`src/rtl/dmem_arbiter.sv`:
```
// dmem_arbiter: two-port arbiter and access sequencer for the byte-enabled data memory.
// Latency: gnt (combinational) in cycle N, memory access in N+1, rvalid in N+2.
// Backpressure: requesters hold req until gnt; one access per 2 cycles when back-to-back.
module dmem_arbiter #(
   parameter int MEM_WORDS  = 512,
   parameter bit FIXED_PRIO = 1'b0
) (
   input  logic        clk,
   input  logic        reset,
   input  logic        req0,
   input  logic        req1,
   input  logic        we0,
   input  logic        we1,
   input  logic [31:0] addr0,
   input  logic [31:0] addr1,
   input  logic [31:0] wdata0,
   input  logic [31:0] wdata1,
   input  logic [1:0]  size0,
   input  logic [1:0]  size1,
   input  logic        sgn0,
   input  logic        sgn1,
   output logic        gnt0,
   output logic        gnt1,
   output logic        rvalid0,
   output logic        rvalid1,
   output logic [31:0] rdata,
   output logic        rerr,
   output logic        mem_we,
   output logic [31:0] mem_a,
   output logic [31:0] mem_wd,
   output logic [3:0]  mem_byteen,
   input  logic [31:0] mem_rd
);

   typedef enum logic [1:0] {
      IDLE   = 2'd0,
      ACCESS = 2'd1,
      RESP   = 2'd2
   } state_t;

   state_t      state;
   state_t      state_nxt;

   logic        owner;
   logic        last_grant;
   logic        reg_we;
   logic        reg_err;
   logic [31:0] reg_addr;
   logic [31:0] reg_wdata;
   logic [3:0]  reg_byteen;

   logic        arb_phase;
   logic        any_req;
   logic        sel1;
   logic        sel_we;
   logic        sel_sgn;
   logic [31:0] sel_addr;
   logic [31:0] sel_wdata;
   logic [1:0]  sel_size;
   logic        sel_err;
   logic [3:0]  sel_byteen;

   // Arbitration is only possible when no access is being performed.
   assign arb_phase = (state == IDLE) || (state == RESP);
   assign any_req   = req0 | req1;

   // Winner selection: lone requester wins; on contention fixed priority or alternate.
   always_comb begin
      sel1 = 1'b0;
      if (req1 && !req0) begin
         sel1 = 1'b1;
      end else if (req1 && req0 && !FIXED_PRIO && (last_grant == 1'b0)) begin
         sel1 = 1'b1;
      end
   end

   // Winning request fields, error check and ByteEn encoding (captured at grant).
   always_comb begin
      sel_we    = sel1 ? we1    : we0;
      sel_sgn   = sel1 ? sgn1   : sgn0;
      sel_addr  = sel1 ? addr1  : addr0;
      sel_wdata = sel1 ? wdata1 : wdata0;
      sel_size  = sel1 ? size1  : size0;
      sel_err   = (sel_size == 2'b11)
                | ((sel_size == 2'b01) && sel_addr[0])
                | ((sel_size == 2'b10) && (sel_addr[1:0] != 2'b00))
                | ({2'b00, sel_addr[31:2]} >= 32'(MEM_WORDS));
      sel_byteen = 4'b0000;
      if (!sel_err) begin
         case (sel_size)
            2'b00:   sel_byteen = (sel_sgn && !sel_we) ? 4'b1001 : 4'b0001;
            2'b01:   sel_byteen = (sel_sgn && !sel_we) ? 4'b1011 : 4'b0011;
            2'b10:   sel_byteen = 4'b1111;
            default: sel_byteen = 4'b0000;
         endcase
      end
   end

   // State register; reset aborts any in-flight access immediately.
   always_ff @(posedge clk or posedge reset) begin
      if (reset) begin
         state <= IDLE;
      end else begin
         state <= state_nxt;
      end
   end

   // Next-state logic: every grant leads to one ACCESS then one RESP cycle.
   always_comb begin
      state_nxt = state;
      case (state)
         IDLE:    if (any_req) state_nxt = ACCESS;
         ACCESS:  state_nxt = RESP;
         RESP:    state_nxt = any_req ? ACCESS : IDLE;
         default: state_nxt = IDLE;
      endcase
   end

   // Output decode: grant pulse, single-cycle write strobe and response valid.
   always_comb begin
      gnt0    = 1'b0;
      gnt1    = 1'b0;
      mem_we  = 1'b0;
      rvalid0 = 1'b0;
      rvalid1 = 1'b0;
      if (arb_phase && any_req && !reset) begin
         gnt0 = !sel1;
         gnt1 = sel1;
      end
      if (state == ACCESS) begin
         mem_we = reg_we & ~reg_err;
      end
      if (state == RESP) begin
         rvalid0 = !owner;
         rvalid1 = owner;
      end
   end

   // Capture the granted request; memory-side outputs hold between accesses.
   always_ff @(posedge clk or posedge reset) begin
      if (reset) begin
         owner      <= 1'b0;
         last_grant <= 1'b1;
         reg_we     <= 1'b0;
         reg_err    <= 1'b0;
         reg_addr   <= 32'h0;
         reg_wdata  <= 32'h0;
         reg_byteen <= 4'b0000;
      end else if (arb_phase && any_req) begin
         owner      <= sel1;
         last_grant <= sel1;
         reg_we     <= sel_we;
         reg_err    <= sel_err;
         reg_addr   <= sel_addr;
         reg_wdata  <= sel_wdata;
         reg_byteen <= sel_byteen;
      end
   end

   // Latch the response at the end of ACCESS; it holds until the next access.
   always_ff @(posedge clk or posedge reset) begin
      if (reset) begin
         rdata <= 32'h0;
         rerr  <= 1'b0;
      end else if (state == ACCESS) begin
         rdata <= (reg_we | reg_err) ? 32'h0 : mem_rd;
         rerr  <= reg_err;
      end
   end

   assign mem_a      = reg_addr;
   assign mem_wd     = reg_wdata;
   assign mem_byteen = reg_byteen;

endmodule

```
`config.mk`:
```
export PLATFORM = sky130hd
export DESIGN_NAME = dmem_arbiter
export DESIGN_NICKNAME = d
export VERILOG_FILES = /design/src/rtl/dmem_arbiter.sv
export SDC_FILE = /design/constraint.sdc
export NUM_CORES = 1
export LEC_CHECK = 0
export BUFFER_PORTS_ARGS = -buffer_cell sky130_fd_sc_hd__buf_2
export CORE_AREA = 2 2 107 109
export CTS_CLUSTER_DIAMETER = 100
export DETAILED_ROUTE_END_ITERATION = 7
export DIE_AREA = 0 0 109 111
export GPL_ROUTABILITY_DRIVEN = 0
export GPL_TIMING_DRIVEN = 0
export HOLD_SLACK_MARGIN = 0.15
export PLACE_DENSITY = 0.79
export SYNTH_ARGS = -nofsm -noshare
export SYNTH_HDL_FRONTEND = slang
export SYNTH_SLANG_ARGS = --single-unit
```
`constraint.sdc`:
```
create_clock -name clk -period 4.4 [get_ports clk]
set_clock_uncertainty 0.15 [all_clocks]
set_input_delay 0.44 -clock clk [delete_from_list [all_inputs] [get_ports clk]]
set_output_delay 0.44 -clock clk [all_outputs]
set_load 0.05 [all_outputs]
```
==> reports/results.env <==
RUN_STATUS='complete, no violations'
FINAL_REPORT_HOLD_VIOLATION_COUNT=0
CRITICAL_PATH.STARTPOINT_TYPE='input pin'
CTS_TREE='done'
MAXSLEWHEADROOM_PCT=61.4
CLOCK_INSERTION_DELAY_AT_THE_LATER_PIN_OF_THE_SKEW_REPORT_NS=0.34
CLK_TRANSITION_REPORTED_PATHS_NS=0.07
ARR_TIME_CRIT_PATH_NS=3.06
CTSHOLDBUFFERS=2
SYN_AREA_PER_CELL_UM2=9.34
PORT_BUFFERS=277
DIEHEIGHT_UM=111
LAYOUT-DRIVE-GT1-SHARE_PCT=38.2
CRITICAL-PATH-TOP-DELAY-FAMILY='buffers and inverters'
SYNTHESIS.YOSYS.WARNINGS=0
WORST_SETUP_PATH_ENDPOINT='reg_err$_DFFE_PP0P_'
GRT_ANTENNA_BEFORE_REPAIR=0
PATH_MAX_FANOUT=10
CRIT_BUF_INV=4
SYNTHDISTINCTLIBCELLS=34
SYNTH_FP_NETS=678
CHIPWIDTH_UM=109
CRIT_SLOWEST_CELL='sky130_fd_sc_hd__dlygate4sd3_1'
POST_DRT_WL_PER_CELL_UM=15.6
TOP_LEVEL_PORTS=278
FIRSTDRTPASSITERS=5
CTSLONGESTPATHBUFFERS=2
FINAL.PERIOD_UTILIZATION_PCT=67.5
GRT_START_MAX_NET_PINS=73
WORST-SLEW-PIN-TRANSITION_NS=0.579
AREA_GROWTH_SYNTH_TO_FINISH_PCT=41.0
PATH_CLASS='in2reg'
PWR_DENSITY_CELL_nW_PER_UM2=474
SYNTH_LARGEST_AREA_CELL='sky130_fd_sc_hd__dfrtp_1'
CP.REQUIRED_NS=4.49
MAPPEDNETLISTAREA_UM2=4690
COUNT_OF_NETS_LEFT_WITH_ANTENNA_VIOLATIONS_AFTER_DETAIL_ROUTING=0
YOSYS_REGISTER_BITS=107
MAXCLOCKFREQUENCY_MHz=337
VIA_PER_INST=5.07
SETUP_REPAIR_AFTER_GLOBAL_ROUTING_MISSED_ITS_MARGIN='no'
SETUP-VIOLATIONS-FINAL=0
GR-USAGE-ALL-LAYERS_PCT=24.4
ANTENNA_CELLS_INSERTED=0
ROW_COUNT=39
YOSYSSEQAREASHARE_PCT=57.1
FLOORPLAN.INITIALDENSITY_PCT=42.3
GRT_PASS1_VIAS=4698
SYN_INST=502
LEADING_CELL_TYPES_BY_TOTAL_AREA_AFTER_SYNTHESIS='sky130_fd_sc_hd__dfrtp_1 57%, sky130_fd_sc_hd__nand2_1 11%, sky130_fd_sc_hd__a31oi_1 8.4%, sky130_fd_sc_hd__a22o_1 6.0%, sky130_fd_sc_hd__nor2_1 5.5%'
HPWL_MM=11.3
VIAS=4774
LAUNCH_POINT_OF_THE_WORST_PATH='req0'
REPORT.FINAL.SLEW_VIOL_COUNT=0
MAXCAPVIOLATIONS=0
CTS.ROOT.BUFFER_CELL='sky130_fd_sc_hd__clkbuf_16'
CP_NUM_CELLS=11
DETAIL_ROUTE.DRC_VIOLATIONS=0
CORE_UM2=11100
CRITPATHMAXSTAGEDELAY_NS=0.53
CTSHTREEMAXLEVEL=3
WORST_HOLD_SLACK_AFTER_FINAL_LAYOUT_NS=0.167
CELLLEAKAGEPOWER_nW=3.45
REGTOREGSTARTPOINT='last_grant$_DFFE_PP1P_'
WORST_R2R_ENDPOINT='reg_err$_DFFE_PP0P_'
POST_CTS.RESIZED_INSTANCES=0
FIN_TOTAL_PWR_mW=3.14
WORST-R2R-SETUP-SLACK_NS=1.80
PERIOD_MINUS_SLACK_NS=2.97
NUM-NETS-FINAL=969
GRT_FIRST_PASS_WIRELENGTH_MM=23.2
TRITONCTS_NUM_SINKS=107
HOLD_PATH.CLASS='in2reg'
SYNTH.TOP_CELL.AREA_SHARE_PCT=56.5
TOTALWIRELENGTH_MM=14.6
CTS_MADE_BUFFERS=9
GRT-OVFL-TOTAL=0
CTS_POST_SETUP_BUFFERS_INSERTED=0
DIE_AREA_UM2=12100
SETUP.WORST_PATH.END_CLASS='flop'
DETAIL_ROUTE.ITER0.VIOLATIONS=307
FILLCELLCOUNT=1002
CRITICAL_PATH.CELL_CHAIN='dlygate4sd3_1 > buf_2 > a21boi_1 > buf_2 > nor2_1 > a21oi_1 > inv_1 > ha_1 > nor2_1 > o2111ai_4 > o21a_1'
WORST_R2R_PATH_DEPTH=9
WORST_HOLD_STARTPOINT='mem_rd[23]'
IR_DROP_V=0.000262
-- sequential cells by signal, summed over array words and instances (netlist names), 2 cells and up --
register	count
mem_byteen	4
mem_wd	32
state	2
mem_a	32
rdata	32
-- worst register-to-register path: stages, from the launching register on --
cell	delay, ns
sky130_fd_sc_hd__dfstp_2	0.38
sky130_fd_sc_hd__a21boi_1	0.46
sky130_fd_sc_hd__buf_2	0.34
sky130_fd_sc_hd__nor2_1	0.06
sky130_fd_sc_hd__a21oi_1	0.26
sky130_fd_sc_hd__inv_1	0.11
sky130_fd_sc_hd__ha_1	0.21
sky130_fd_sc_hd__nor2_1	0.17
sky130_fd_sc_hd__o2111ai_4	0.19
sky130_fd_sc_hd__o21a_1	0.16
-- final cells by class --
cell class                 count  area (µm²)  area share [%]
tap                          143         179            2.70
multi-input combinational    349        1830            27.7
clock inverter                 6        70.1            1.06
sequential                   107        2680            40.5
clock buffer                  10         239            3.61
buffer                        36         144            2.18
timing repair buffer         280        1430            21.7
inverter                      10        40.0           0.605
-- kinds of logic (layout without fill, tap and decap cells) --
| kind of cell | Yosys count | count (layout) | synth area share, % |
|---|---|---|---|
| muxes | 3 | 3 | 0.667 |
| DFF | 107 | 107 | 57.1 |
| and+or+nand+nor | 227 | 227 | 19.4 |
| AOI/OAI and AO/OA | 115 | 115 | 17.9 |
| buffers and inverters | 46 | 342 | 3.87 |
| adders and majority gates | 4 | 4 | 1.07 |
-- worst min path at each step --
stage | to | cells after the start
finish | rdata[23]$_DFFE_PP0P_ | 2
global route | rdata[15]$_DFFE_PP0P_ | 2
CTS | rdata[23]$_DFFE_PP0P_ | 2
detailed placement | mem_byteen[0]$_DFFE_PP0P_ | 2
global placement | mem_byteen[0]$_DFFE_PP0P_ | 2
floorplan | reg_we$_DFFE_PP0P_ | 2
-- power by group --
part	switching [mW]	leakage (nW)	total [mW]	internal, mW
Clock	0.363	0.153	0.825	0.462
Combinational	0.833	1.99	1.11	0.276
Sequential	0.0760	1.30	1.20	1.13
Total	1.27	3.45	3.14	1.86
-- routing by layer --
layer	wire length (µm)	part of all wire, %	track usage [%]	vias to the layer above
met4	362	2.5	9.15	0
met3	1230	8.4	5.41	32
met5	0	0	0	-
met1	5940	41	30.6	2215
li1	-	-	-	2323
met2	7110	49	40.7	204
-- cell usage in the layout, fill, tap and decap left out, types with 2 or more instances in the layout --
cell                            Yosys  routed
sky130_fd_sc_hd__a21oi_1            5       5
sky130_fd_sc_hd__a221o_1            2       2
sky130_fd_sc_hd__a22o_1            32      32
sky130_fd_sc_hd__a31oi_1           63      63
sky130_fd_sc_hd__and3_1             2       2
sky130_fd_sc_hd__buf_1             12      12
sky130_fd_sc_hd__buf_2              1     278
sky130_fd_sc_hd__clkbuf_1          22      22
sky130_fd_sc_hd__clkbuf_16          0       9
sky130_fd_sc_hd__clkinv_4           0       2
sky130_fd_sc_hd__dfrtp_1          106     106
sky130_fd_sc_hd__dlygate4sd3_1      0       2
sky130_fd_sc_hd__ha_1               4       4
sky130_fd_sc_hd__inv_1              9       8
sky130_fd_sc_hd__inv_6              0       2
sky130_fd_sc_hd__mux2i_1            2       2
sky130_fd_sc_hd__nand2_1          133     133
sky130_fd_sc_hd__nand3_1            2       2
sky130_fd_sc_hd__nand4_1            2       2
sky130_fd_sc_hd__nor2_1            69      69
sky130_fd_sc_hd__nor3_1             5       5
sky130_fd_sc_hd__nor3b_1            2       2
sky130_fd_sc_hd__nor4_1             8       8
sky130_fd_sc_hd__o21ai_0            4       4
sky130_fd_sc_hd__o21ai_2            3       3
sky130_fd_sc_hd__or3_1              2       2
-- stage by stage --
| step | TNS (ns) | cells | cell area, µm² | setup WS, ns | util, % |
|---|---|---|---|---|---|
| final | 0 | 941 | 6620 | 1.43 | 59.7 |
| after global routing | 0 | 941 | 6620 | 1.17 | 59.7 |
| after CTS | 0 | 941 | 6620 | 1.35 | 59.7 |
| after detailed placement | 0 | 923 | 6290 | 1.51 | 56.7 |
| after global placement | -23.57 | 922 | 6260 | -0.229 | 56.5 |
| after floorplan | 0 | 502 | 4690 | 0.994 | - |
-- cells in the mapped netlist --
cell type / instances
sky130_fd_sc_hd__a21bo_1: 1
sky130_fd_sc_hd__a21boi_1: 1
sky130_fd_sc_hd__a21o_1: 1
sky130_fd_sc_hd__a21oi_1: 5
sky130_fd_sc_hd__a221o_1: 2
sky130_fd_sc_hd__a22o_1: 32
sky130_fd_sc_hd__a31oi_1: 63
sky130_fd_sc_hd__a32oi_2: 1
sky130_fd_sc_hd__and2_1: 1
sky130_fd_sc_hd__and3_1: 2
sky130_fd_sc_hd__buf_1: 12
sky130_fd_sc_hd__buf_2: 1
sky130_fd_sc_hd__buf_6: 1
sky130_fd_sc_hd__clkbuf_1: 22
sky130_fd_sc_hd__dfrtp_1: 106
sky130_fd_sc_hd__dfstp_2: 1
sky130_fd_sc_hd__ha_1: 4
sky130_fd_sc_hd__inv_1: 9
sky130_fd_sc_hd__inv_2: 1
sky130_fd_sc_hd__mux2_2: 1
sky130_fd_sc_hd__mux2i_1: 2
sky130_fd_sc_hd__nand2_1: 133
sky130_fd_sc_hd__nand2b_1: 1
sky130_fd_sc_hd__nand3_1: 2
sky130_fd_sc_hd__nand4_1: 2
sky130_fd_sc_hd__nor2_1: 69
sky130_fd_sc_hd__nor3_1: 5
sky130_fd_sc_hd__nor3b_1: 2
sky130_fd_sc_hd__nor4_1: 8
sky130_fd_sc_hd__o2111ai_4: 1
sky130_fd_sc_hd__o21a_1: 1
sky130_fd_sc_hd__o21ai_0: 4
sky130_fd_sc_hd__o21ai_2: 3
sky130_fd_sc_hd__or3_1: 2
No activity file was read; power rests on OpenSTA's default activity.
